File: src/rtl/maxpool_pkg.sv
// Shared FP32 field layout, constants and sizing helpers for the max-pooling blocks.
package maxpool_pkg;

    localparam int SIGN_BIT = 31;
    localparam int EXP_MSB  = 30;
    localparam int EXP_LSB  = 23;
    localparam int MAG_MSB  = 30;

    typedef struct packed {
        logic                     sign;
        logic [EXP_MSB-EXP_LSB:0] exponent;
        logic [EXP_LSB-1:0]       fraction;
    } fp32_t;

    localparam fp32_t FP32_ZERO = '0;

    // Counter/index width that never collapses to zero bits for tiny sizes.
    function automatic int cnt_width(input int n);
        return (n <= 1) ? 1 : $clog2(n);
    endfunction

endpackage

File: src/rtl/fp32_max2.sv
// Combinational FP32 max of two operands; on an equal compare the earlier operand a is kept.
module fp32_max2
    import maxpool_pkg::*;
(
    input  fp32_t a,
    input  fp32_t b,
    output fp32_t y
);

    logic [MAG_MSB:0] a_mag;
    logic [MAG_MSB:0] b_mag;
    logic             a_neg;
    logic             b_neg;

    assign a_mag = a[MAG_MSB:0];
    assign b_mag = b[MAG_MSB:0];
    assign a_neg = a[SIGN_BIT];
    assign b_neg = b[SIGN_BIT];

    // +0 and -0 compare equal, so both-zero is checked before the sign rule.
    always_comb begin
        y = a;
        if ((a_mag == '0) && (b_mag == '0)) begin
            y = a;
        end else if (a_neg != b_neg) begin
            y = a_neg ? b : a;
        end else if (!a_neg) begin
            y = (b_mag > a_mag) ? b : a;
        end else begin
            y = (b_mag < a_mag) ? b : a;
        end
    end

endmodule

File: src/rtl/maxpool_2x2_stride_2.sv
// Streaming 2x2 / stride-2 FP32 max-pooling stage; one half-width row of horizontal maxima is buffered.
module maxpool_2x2_stride_2
    import maxpool_pkg::*;
#(
    parameter int DATA_WIDHT = 32,
    parameter int IMG_WIDHT  = 44,
    parameter int IMG_HEIGHT = 44
) (
    input  logic                  clk,
    input  logic                  rst,
    input  logic [DATA_WIDHT-1:0] Data_In,
    input  logic                  Valid_In,
    output logic [DATA_WIDHT-1:0] Data_Out,
    output logic                  Valid_Out,
    output logic                  Frame_Done
);

    localparam int OUT_W = IMG_WIDHT / 2;
    localparam int OUT_H = IMG_HEIGHT / 2;
    localparam int COL_W = cnt_width(IMG_WIDHT);
    localparam int ROW_W = cnt_width(IMG_HEIGHT);
    localparam int IDX_W = cnt_width(OUT_W);

    localparam logic [COL_W-1:0] COL_LAST     = COL_W'(IMG_WIDHT - 1);
    localparam logic [ROW_W-1:0] ROW_LAST     = ROW_W'(IMG_HEIGHT - 1);
    localparam logic [COL_W-1:0] COL_LAST_WIN = COL_W'(2 * OUT_W - 1);
    localparam logic [ROW_W-1:0] ROW_LAST_WIN = ROW_W'(2 * OUT_H - 1);

    logic [COL_W-1:0]      col;
    logic [ROW_W-1:0]      row;
    logic [DATA_WIDHT-1:0] h_reg;
    logic [DATA_WIDHT-1:0] row_buf [OUT_W];
    logic [IDX_W-1:0]      buf_idx;
    logic [DATA_WIDHT-1:0] buf_rd;
    logic [DATA_WIDHT-1:0] hmax;
    logic [DATA_WIDHT-1:0] pooled;
    logic                  last_window;

    assign buf_idx     = IDX_W'(col >> 1);
    assign buf_rd      = row_buf[buf_idx];
    assign last_window = (row == ROW_LAST_WIN) && (col == COL_LAST_WIN);

    fp32_max2 u_hmax (
        .a (h_reg),
        .b (Data_In),
        .y (hmax)
    );

    fp32_max2 u_vmax (
        .a (buf_rd),
        .b (hmax),
        .y (pooled)
    );

    // Odd trailing columns/rows fall on even indices, so they never complete a window.
    always_ff @(posedge clk) begin
        if (rst) begin
            col        <= '0;
            row        <= '0;
            h_reg      <= FP32_ZERO;
            Data_Out   <= FP32_ZERO;
            Valid_Out  <= 1'b0;
            Frame_Done <= 1'b0;
        end else begin
            Valid_Out  <= 1'b0;
            Frame_Done <= 1'b0;
            if (Valid_In) begin
                if (col == COL_LAST) begin
                    col <= '0;
                    row <= (row == ROW_LAST) ? '0 : row + ROW_W'(1);
                end else begin
                    col <= col + COL_W'(1);
                end

                if (!col[0]) begin
                    h_reg <= Data_In;
                end else if (row[0]) begin
                    Data_Out   <= pooled;
                    Valid_Out  <= 1'b1;
                    Frame_Done <= last_window;
                end
            end
        end
    end

    // The row buffer has no reset: every entry is written on an even row before it is read.
    always_ff @(posedge clk) begin
        if (!rst && Valid_In && col[0] && !row[0]) begin
            row_buf[buf_idx] <= hmax;
        end
    end

endmodule

File: config.mk
export PLATFORM = sky130hd
export DESIGN_NAME = maxpool_2x2_stride_2
export DESIGN_NICKNAME = d
export VERILOG_FILES = /design/src/rtl/maxpool_pkg.sv /design/src/rtl/fp32_max2.sv /design/src/rtl/maxpool_2x2_stride_2.sv
export SDC_FILE = /design/constraint.sdc
export NUM_CORES = 1
export LEC_CHECK = 0
export CORE_MARGIN = 2
export CORE_UTILIZATION = 30
export CTS_CLUSTER_DIAMETER = 30
export CTS_CLUSTER_SIZE = 28
export DETAILED_ROUTE_END_ITERATION = 8
export PLACE_DENSITY_LB_ADDON = 0.25
export SLEW_MARGIN = 20
export SYNTH_ARGS = -nofsm -noshare
export SYNTH_HDL_FRONTEND = slang
export SYNTH_SLANG_ARGS = --single-unit
File: constraint.sdc
create_clock -name clk -period 7.4 [get_ports clk]
set_input_delay 1.48 -clock clk [delete_from_list [all_inputs] [get_ports clk]]
set_output_delay 1.48 -clock clk [all_outputs]
set_load 0.1 [all_outputs]
==> reports/qor.yml, run 1 <==
status:
  status: "finished clean"
global_routing:
  overflow: 0
  grtUsageMet2_pct: 28.5
  grt_max_degree: 54
  grtUsageMet1_pct: 21.7
  grt_pass1_vias: 20200
  busiest_layer: "met2"
  antenna_found_initial: 2
  grt_pass1_wl_um: 137000
  grt_usage_pct: 16.8
  grtUsageMet3_pct: 2.93
worst_setup_path:
  rrSetupSlack_ps: 1410
  r2r-start: "h_reg[30]"
  crit_arrival_ps: 7180
  crit_type: "in -> reg"
  end_kind: "flip-flop"
  r2r_end: "Data_Out[10]"
  cp.required_ps: 7950
  start_kind: "input pin"
  path_max_fanout: 34
  rr_worst_depth: 21
yosys:
  synth_cell_types: 65
  synth_fp_nets: 2029
  yosys_warnings: 0
  syn_area_per_cell_sq_um: 16.9
  synth_edf_count: 704
  yosysSeqAreaShare_pct: 69.8
  synth_top_area_cell: "edfxtp_1"
  synthDominantCellAreaShare_pct: 64.7
  synthArstFlopShare_pct: 0
  ys_seq_elements: 787
  synth_ff_type: "edfxtp_1"
  synthCells: 1928
  synth_area_sq_um: 32700
  synth_area_leaders: "edfxtp_1 65%, mux4_2 11%, dfxtp_1 5.1%"
power:
  powerDensity_nw_per_um2: 316
  p_leak_nw: 13.7
  irDropWorstVdd_v: 0.000170
run:
  drv_cap: 0
sta:
  tns_ps: 0
  layout_min_cycle_time_ps: 6630
  slew_headroom_pct: 28.8
  min_period_over_period_pct: 89.6
  tightest_slew_ps: 1070
  hold_viol: 0
  final-max-slew-violation-count: 0
  rsz0062_at_grt: "false"
  setup_violations: 0
  clock_skew_ps: 20.7
  setup_ws_ps: 771
  clock.fmax_mhz: 151
floorplanning:
  io_pins: 69
  rows: 121
  core_sq_um: 108000
  die_w_um: 334
  initial_core_util_pct: 30.1
  die-height_um: 334
  die_area_sq_um: 112000
detailed_routing:
  route.detailed.drc: 0
  wl_per_cell_um: 25.3
  via_count: 19300
  vias_per_cell: 5.21
  detail-route-antenna-nets: 0
  dr.pass1.iters: 5
  wl_um: 93900
  drt-initial-drc-count: 1712
clock_network:
  clk_latency_ps: 730
  cts_hold_buf: 0
  cts.clk_slew.worst_paths_ps: 40
  cts_buffer_depth: 3
  htree_num_levels: 4
  root_buffer: "clkbuf_16"
  cts_num_sinks: 787
  cts_made_buffers: 166
  post_cts_buffers: 0
  cts_tree: "yes"
  cts_resized: 0
finish:
  nets: 2267
  final_common_cell: "edfxtp_1"
  diodes: 0
  stdcell_area_sq_um: 41400
  largest_reg_flops: 704
  final_cell_mix: "704 x edfxtp_1, 168 x clkbuf_16, 157 x mux4_2, 146 x nand2_1, 97 x buf_4"
  layout-drive-gt1-share_pct: 25.8
  synthToLayoutAreaGrowth_pct: 26.7
place:
  finalWeightedCongestion: 0.857
  post_dp_cell_area_sq_um: 35800
  dp_slack_ps: 59.4
  port_buffers: 68
  dpl.hpwl_um: 56600
min_path:
  worstHoldStart: "Data_Out[18]"
  worstHoldPathCells: 1
  hold_path_class: "reg -> reg"
  hold-path-endpoint: "Data_Out[18]"
## synthesized netlist by cell type (all sizes together) (30+ instances only)
library cell and number:
edfxtp 704, nand2 146, clkbuf 61, inv 51
nor2 74, dfxtp 83, ha 66, nand3 38
a21o 34, buf 44, a21oi 72, nand4 30
mux4 157, mux2i 73
## through the flow
stage	instances	hold WS [ps]	power, mW	utilization, %
2_1_floorplan	1928	458	5.59	-
3_5_place_dp	3411	459	5.92	33.0
6_report	3712	468	13.1	38.2
4_1_cts	3711	469	13.2	38.2
3_3_place_gp	3407	450	5.89	32.9
5_1_grt	3712	491	13.5	38.2
## worst max-delay path by stage
stage | startpoint | end
after floorplan | Data_In[29] | Data_Out[27]
after global placement | Data_In[29] | Data_Out[3]
after detailed placement | Data_In[26] | Data_Out[5]
after CTS | Data_In[26] | Data_Out[10]
after global routing | Data_In[26] | Data_Out[10]
final | Data_In[30] | Data_Out[10]
## final cells by class
| class | instances | area [sq um] |
|---|---|---|
| flip-flops and latches | 787 | 22800 |
| well taps | 1414 | 1770 |
| clock inverters | 109 | 1250 |
| multi-input cells | 984 | 9400 |
| clock buffers | 191 | 4330 |
| repair buffers | 175 | 1640 |
| inverters | 52 | 195 |
| fillers | 9926 | 67000 |
## critical path, cell delays in order
cell and delay [ps]:
clkdlybuf4s50_1 440, ha_1 330, nand4_1 230, or4_1 630, a211oi_1 350, o21ai_1 160
buf_12 180, nand2_1 60, buf_4 210, mux2i_1 340, inv_1 100, ha_1 290
nand4_1 100, nor2_1 180, o21ai_0 130, o221ai_1 250, a211oi_1 140, buf_4 160
o21ai_4 710, and2_1 560, o311ai_1 150
## power breakdown
group / switching, mW / total, mW / internal (mW)
logic: 0.512 / 0.815 / 0.303
registers: 0.0348 / 5.02 / 4.99
clock network: 2.39 / 7.26 / 4.87
total: 2.94 / 13.1 / 10.2
## kinds of logic after synthesis
kind of cell	count (synthesis)	synth area share (%)
buffers and inverters	157	1.98
and+or+nand+nor	362	5.17
adders and majority gates	66	2.53
AOI/OAI and AO/OA	290	6.29
muxes	258	14.0
DFF	787	69.8
xor gates and xnor gates	8	0.214
## per-layer routing
metal	routed length, um	up-vias	part of all wire (%)
met4	2370	0	2.5
met3	4510	163	4.8
met2	46800	600	50
met1	40200	10200	43
li1	-	8328	-
met5	0	-	0
Power figures use the tool's default switching activity.
==> inputs of run 2 (changes only) <==
Settings changed: PLACE_DENSITY_LB_ADDON 0.25 to 0.1.
==> run 2 against run 1 <==
Highest routed layer unchanged. Non-clock buffer count increased by 3. Count of clock-buffer cells in the layout increased by 36. Critical endpoint is now Data_Out[12]. Total power increased by 4.9%. Via count decreased by 0.54%. Core utilization increased by 0.52 points. Critical path type unchanged. Critical path depth decreased by 3.
==> reports/qor.yml, run 2 (synthesis gave the netlist of run 1 again) <==
worst_setup_path:
  cpPeakStageDelay_ps: 590
  critical_path.cell_chain: "clkdlybuf4s50_1, ha_1, nand4_1, or4_1, a211o_1, and3_1, nor2_2, buf_12, a21o_1, ha_1, a2111oi_0, o21ai_1, a311oi_1, o31ai_1, a211oi_1, o21ai_4, and2_1, a221o_1"
  crit_type: "in -> reg"
  end_kind: "flip-flop"
  start_kind: "input pin"
  cp_common_cell: "ha_1"
  path_max_fanout: 36
  slowest_stage: "or4_1"
  crit_arrival_ps: 7350
  rr_worst_depth: 13
  r2r_end: "Data_Out[12]"
  cp.required_ps: 8010
  rrSetupSlack_ps: 1370
sta:
  clock.fmax_mhz: 148
  tightest_slew_ps: 1090
  layout_min_cycle_time_ps: 6740
  hold_viol: 0
  tns_ps: 0
  min_period_over_period_pct: 91.0
  slew_headroom_pct: 27.2
  final-max-slew-violation-count: 0
  setup_violations: 0
  rsz0062_at_grt: "false"
  clock_skew_ps: 40.2
power:
  irDropWorstVdd_v: 0.000200
  fin_total_pwr_mw: 13.7
  powerDensity_nw_per_um2: 327
  p_leak_nw: 14.0
clock_network:
  cts_hold_buf: 0
  cts_buffer_depth: 3
  cts.clk_slew.worst_paths_ps: 40
  clk_latency_ps: 770
  post_cts_buffers: 0
  cts_resized: 0
  root_buffer: "clkbuf_16"
  cts_tree: "yes"
  cts_made_buffers: 185
  htree_num_levels: 4
  cts_num_sinks: 787
floorplanning:
  rows: 121
  core_sq_um: 108000
  die_area_sq_um: 112000
  initial_core_util_pct: 30.1
  die_w_um: 334
  die-height_um: 334
  io_pins: 69
finish:
  n_fill_cell: 9973
  diodes: 0
  synthToLayoutAreaGrowth_pct: 28.5
  nets: 2289
  largest_reg_flops: 704
  final_common_cell: "edfxtp_1"
  layout-drive-gt1-share_pct: 26.2
  final_cell_mix: "704 x edfxtp_1, 187 x clkbuf_16, 157 x mux4_2, 146 x nand2_1, 99 x buf_4"
detailed_routing:
  detail-route-antenna-nets: 0
  dr.pass1.iters: 7
  route.detailed.drc: 0
  via_count: 19200
  drt-initial-drc-count: 1394
  wl_um: 101000
  vias_per_cell: 5.12
  wl_per_cell_um: 26.8
global_routing:
  grt_pass1_vias: 20400
  grt_pass1_wl_um: 145000
  grt_usage_pct: 18.2
  grt_max_degree: 48
  antenna_found_initial: 0
  overflow: 0
min_path:
  hold-path-endpoint: "Data_Out[20]"
  worstHoldStart: "Data_Out[20]"
  hold_path_class: "reg -> reg"
  worstHoldPathCells: 1
place:
  port_buffers: 68
  finalWeightedCongestion: 0.846
  dpl.hpwl_um: 59800
status:
  status: "finished clean"
run:
  drv_cap: 0
==> run 2: cell count changes in the layout (fill, tap and decap cells not counted) <==
cell and change:
nor2_4 -1, clkinv_2 -8, nor2_2 +1, clkinvlp_4 -1, clkinv_1 +7, clkinv_8 -2, buf_16 -5, clkinv_16 -1
buf_4 +2, clkbuf_1 +17, clkbuf_16 +19, buf_12 +6, inv_16 +1, inv_6 +11
==> run 2: per-layer routing <==
layer	wire (um)	vias to the layer above	GRT usage (%)
li1	-	8409	-
met1	44800	10200	23.8
met2	49900	462	30.7
met3	4170	147	3.41
met4	1840	0	5.05
met5	0	-	0
==> run 2: area by class of cell <==
cell class | instances | area (sq um) | area share, %
clock buffer | 227 | 4870 | 11.6
tap | 1414 | 1770 | 4.22
timing repair buffer | 178 | 1640 | 3.91
multi-input combinational | 984 | 9400 | 22.4
clock inverter | 116 | 1290 | 3.06
inverter | 52 | 195 | 0.465
sequential | 787 | 22800 | 54.4
==> run 2: worst max-delay path by stage <==
stage,endpoint,cells after the start,startpoint,slack (ps)
6_report,Data_Out[12],18,Data_In[26],660
5_1_grt,Data_Out[12],18,Data_In[28],420
4_1_cts,Data_Out[12],18,Data_In[28],800
3_5_place_dp,Data_Out[12],18,Data_In[28],30
3_3_place_gp,Data_Out[13],19,Data_In[28],100
2_1_floorplan,Data_Out[27],22,Data_In[29],590
==> run 2: worst max-delay path: cells and delay by family <==
| family | cells | cell delay [ps] |
|---|---|---|
| AND/OR/NAND/NOR | 5 | 1630 |
| buffers and inverters | 2 | 710 |
| adder cells (fa/ha/maj) | 2 | 640 |
| AO/OA/AOI/OAI | 9 | 2860 |
==> run 2: per-stage QoR <==
stage | cells | cell area [sq um] | hold slack (ps) | setup WS, ps | util (%)
final | 3758 | 42000 | 463 | 663 | 38.7
after global routing | 3758 | 42000 | 491 | 420 | 38.7
after CTS | 3758 | 42000 | 468 | 799 | 38.7
after detailed placement | 3415 | 35800 | 460 | 34.1 | 33.0
after global placement | 3412 | 35800 | 457 | 100 | 33.0
after floorplan | 1928 | 32700 | 458 | 595 | -
==> run 2: power breakdown <==
group | switching [mW] | total (mW) | internal (mW)
Combinational | 0.514 | 0.821 | 0.307
Sequential | 0.0343 | 5.02 | 4.99
Clock | 2.55 | 7.90 | 5.35
Total | 3.09 | 13.7 | 10.6
==> inputs of run 3 (changes only) <==
Settings changed: CTS_CLUSTER_DIAMETER 30 to 120.
==> run 3 against run 2 <==
Die area is the same. Clock power shrank 71%. Maximum frequency shrank 0.97%. Flip-flop and latch count is the same. Critical path type unchanged. Cell count shrank 7.8%. Core utilization shrank 4.8 points. Combinational power is essentially flat. First-iteration DRC count grew 0.72%. Design area shrank 12%.
==> reports/qor.yml, run 3 (synthesis gave the netlist of run 1 again) <==
worst_setup_path:
  crit_type: "in -> reg"
  r2r-start: "h_reg[30]"
  rr_worst_depth: 18
  crit_arrival_ps: 7310
  rrSetupSlack_ps: 1420
  end_kind: "flip-flop"
  cp_common_cell: "ha_1"
  path_max_fanout: 30
  slowest_stage: "or4_1"
  cpPeakStageDelay_ps: 600
  start_kind: "input pin"
  r2r_end: "Data_Out[4]"
  critical_path.cell_chain: "clkdlybuf4s50_1, ha_1, nand4_1, or4_1, a211o_1, nand3_1, buf_4, a21boi_0, a21o_1, ha_1, a2111oi_0, o21ai_1, a311oi_1, o31ai_1, a211oi_1, o21ai_4, and2_1, a221o_1"
  cp.required_ps: 7910
run:
  drv_cap: 0
power:
  powerDensity_nw_per_um2: 220
  swShare_pct: 24.0
  clock_power_share_pct: 28.2
  p_leak_nw: 11.5
  irDropWorstVdd_v: 0.000120
  intPower_mw: 6.16
  pwr-share-comb_pct: 10.1
  p_seq_share_pct: 61.7
  switchingPower_mw: 1.94
finish:
  final_cell_mix: "704 x edfxtp_1, 157 x mux4_2, 146 x nand2_1, 99 x buf_4, 79 x dfxtp_1"
  utilization_pct: 33.9
  largest_reg_flops: 704
  diodes: 0
  synthToLayoutAreaGrowth_pct: 12.5
  final_common_cell: "edfxtp_1"
  layout-drive-gt1-share_pct: 18.1
  n_fill_cell: 10300
  nets: 2138
floorplanning:
  initial_core_util_pct: 30.1
  die_w_um: 334
  die_area_sq_um: 112000
  core_sq_um: 108000
  rows: 121
  die-height_um: 334
  io_pins: 69
detailed_routing:
  dr.pass1.iters: 7
  top_layer_used: "met5"
  via_count: 18100
  route.detailed.drc: 0
  drt-initial-drc-count: 1404
  detail-route-antenna-nets: 0
  wl_um: 97900
  vias_per_cell: 5.22
  wl_met1_um: 44200
  wl_met3_um: 2910
  wl_per_cell_um: 28.3
  dr_wl_met2_um: 48600
min_path:
  worstHoldStart: "Data_Out[20]"
  hold_path_class: "reg -> reg"
  hold-path-endpoint: "Data_Out[20]"
  worstHoldPathCells: 1
global_routing:
  grt_pass1_wl_um: 140000
  overflow: 0
  grt_usage_pct: 17.5
  grt_max_degree: 48
  antenna_found_initial: 2
  grt_pass1_vias: 18900
sta:
  hold_viol: 0
  tightest_slew_ps: 1080
  clock.fmax_mhz: 147
  setup_violations: 0
  rsz0062_at_grt: "false"
  final-max-slew-violation-count: 0
  tns_ps: 0
  slew_headroom_pct: 28.1
  min_period_over_period_pct: 91.9
  layout_min_cycle_time_ps: 6800
  clock_skew_ps: 30.9
clock_network:
  cts_tree: "yes"
  cts.clk_slew.worst_paths_ps: 120
  clk_latency_ps: 620
  root_buffer: "clkbuf_16"
  post_cts_buffers: 0
  cts_resized: 0
  cts_made_buffers: 34
  cts_buffer_depth: 3
  cts_hold_buf: 0
  cts_num_sinks: 787
  htree_num_levels: 2
place:
  dpl.hpwl_um: 59800
  port_buffers: 68
  finalWeightedCongestion: 0.846
status:
  status: "finished clean"
run 3: cell type report:
class                           count  area (sq um)  share of cell area, %
Sequential cell                   787         22800                   62.1
Multi-Input combinational cell    984          9400                   25.6
Tap cell                         1414          1770                   4.81
Timing Repair Buffer              178          1640                   4.46
Clock buffer                       44           910                   2.47
Inverter                           52           195                  0.531
Clock inverter                      4          37.5                  0.102
run 3: how the worst max path moves through the flow:
stage	startpoint	end	cells after the start	slack, ps
floorplan	Data_In[29]	Data_Out[27]	22	590
global placement	Data_In[28]	Data_Out[13]	19	100
detailed placement	Data_In[28]	Data_Out[12]	18	30
CTS	Data_In[28]	Data_Out[7]	18	690
global route	Data_In[28]	Data_Out[6]	18	320
finish	Data_In[26]	Data_Out[4]	18	600
run 3: power groups by stage:
stage                     combinational [mW]  clock, mW  sequential [mW]
after detailed placement               0.833          0             5.10
after floorplan                        0.507          0             5.08
final                                  0.820       2.29             5.00
after CTS                              0.835       2.38             5.00
after global routing                   0.905       2.52             5.00
after global placement                 0.815          0             5.10
run 3: worst max-delay path: cells and delay by family:
family,cells,cell delay (ps)
buffers and inverters,2,710
adder cells (fa/ha/maj),2,690
AO/OA/AOI/OAI,10,2980
AND/OR/NAND/NOR,4,1440
run 3: routing by layer:
metal / GRT usage [%] / vias to the layer above
met5: 0 / -
met4: 4.25 / 2
met3: 1.94 / 95
met2: 30.1 / 330
met1: 23.6 / 9750
li1: - / 7915
run 3: per-stage QoR:
| stage | area, sq um | std cells | hold slack, ps | setup slack [ps] | total power [mW] |
|---|---|---|---|---|---|
| floorplan | 32700 | 1928 | 458 | 595 | 5.59 |
| global placement | 35800 | 3412 | 457 | 100 | 5.92 |
| detailed placement | 35800 | 3415 | 460 | 34.1 | 5.93 |
| CTS | 36800 | 3463 | 488 | 694 | 8.22 |
| global route | 36800 | 3463 | 513 | 316 | 8.42 |
| finish | 36800 | 3463 | 483 | 597 | 8.10 |
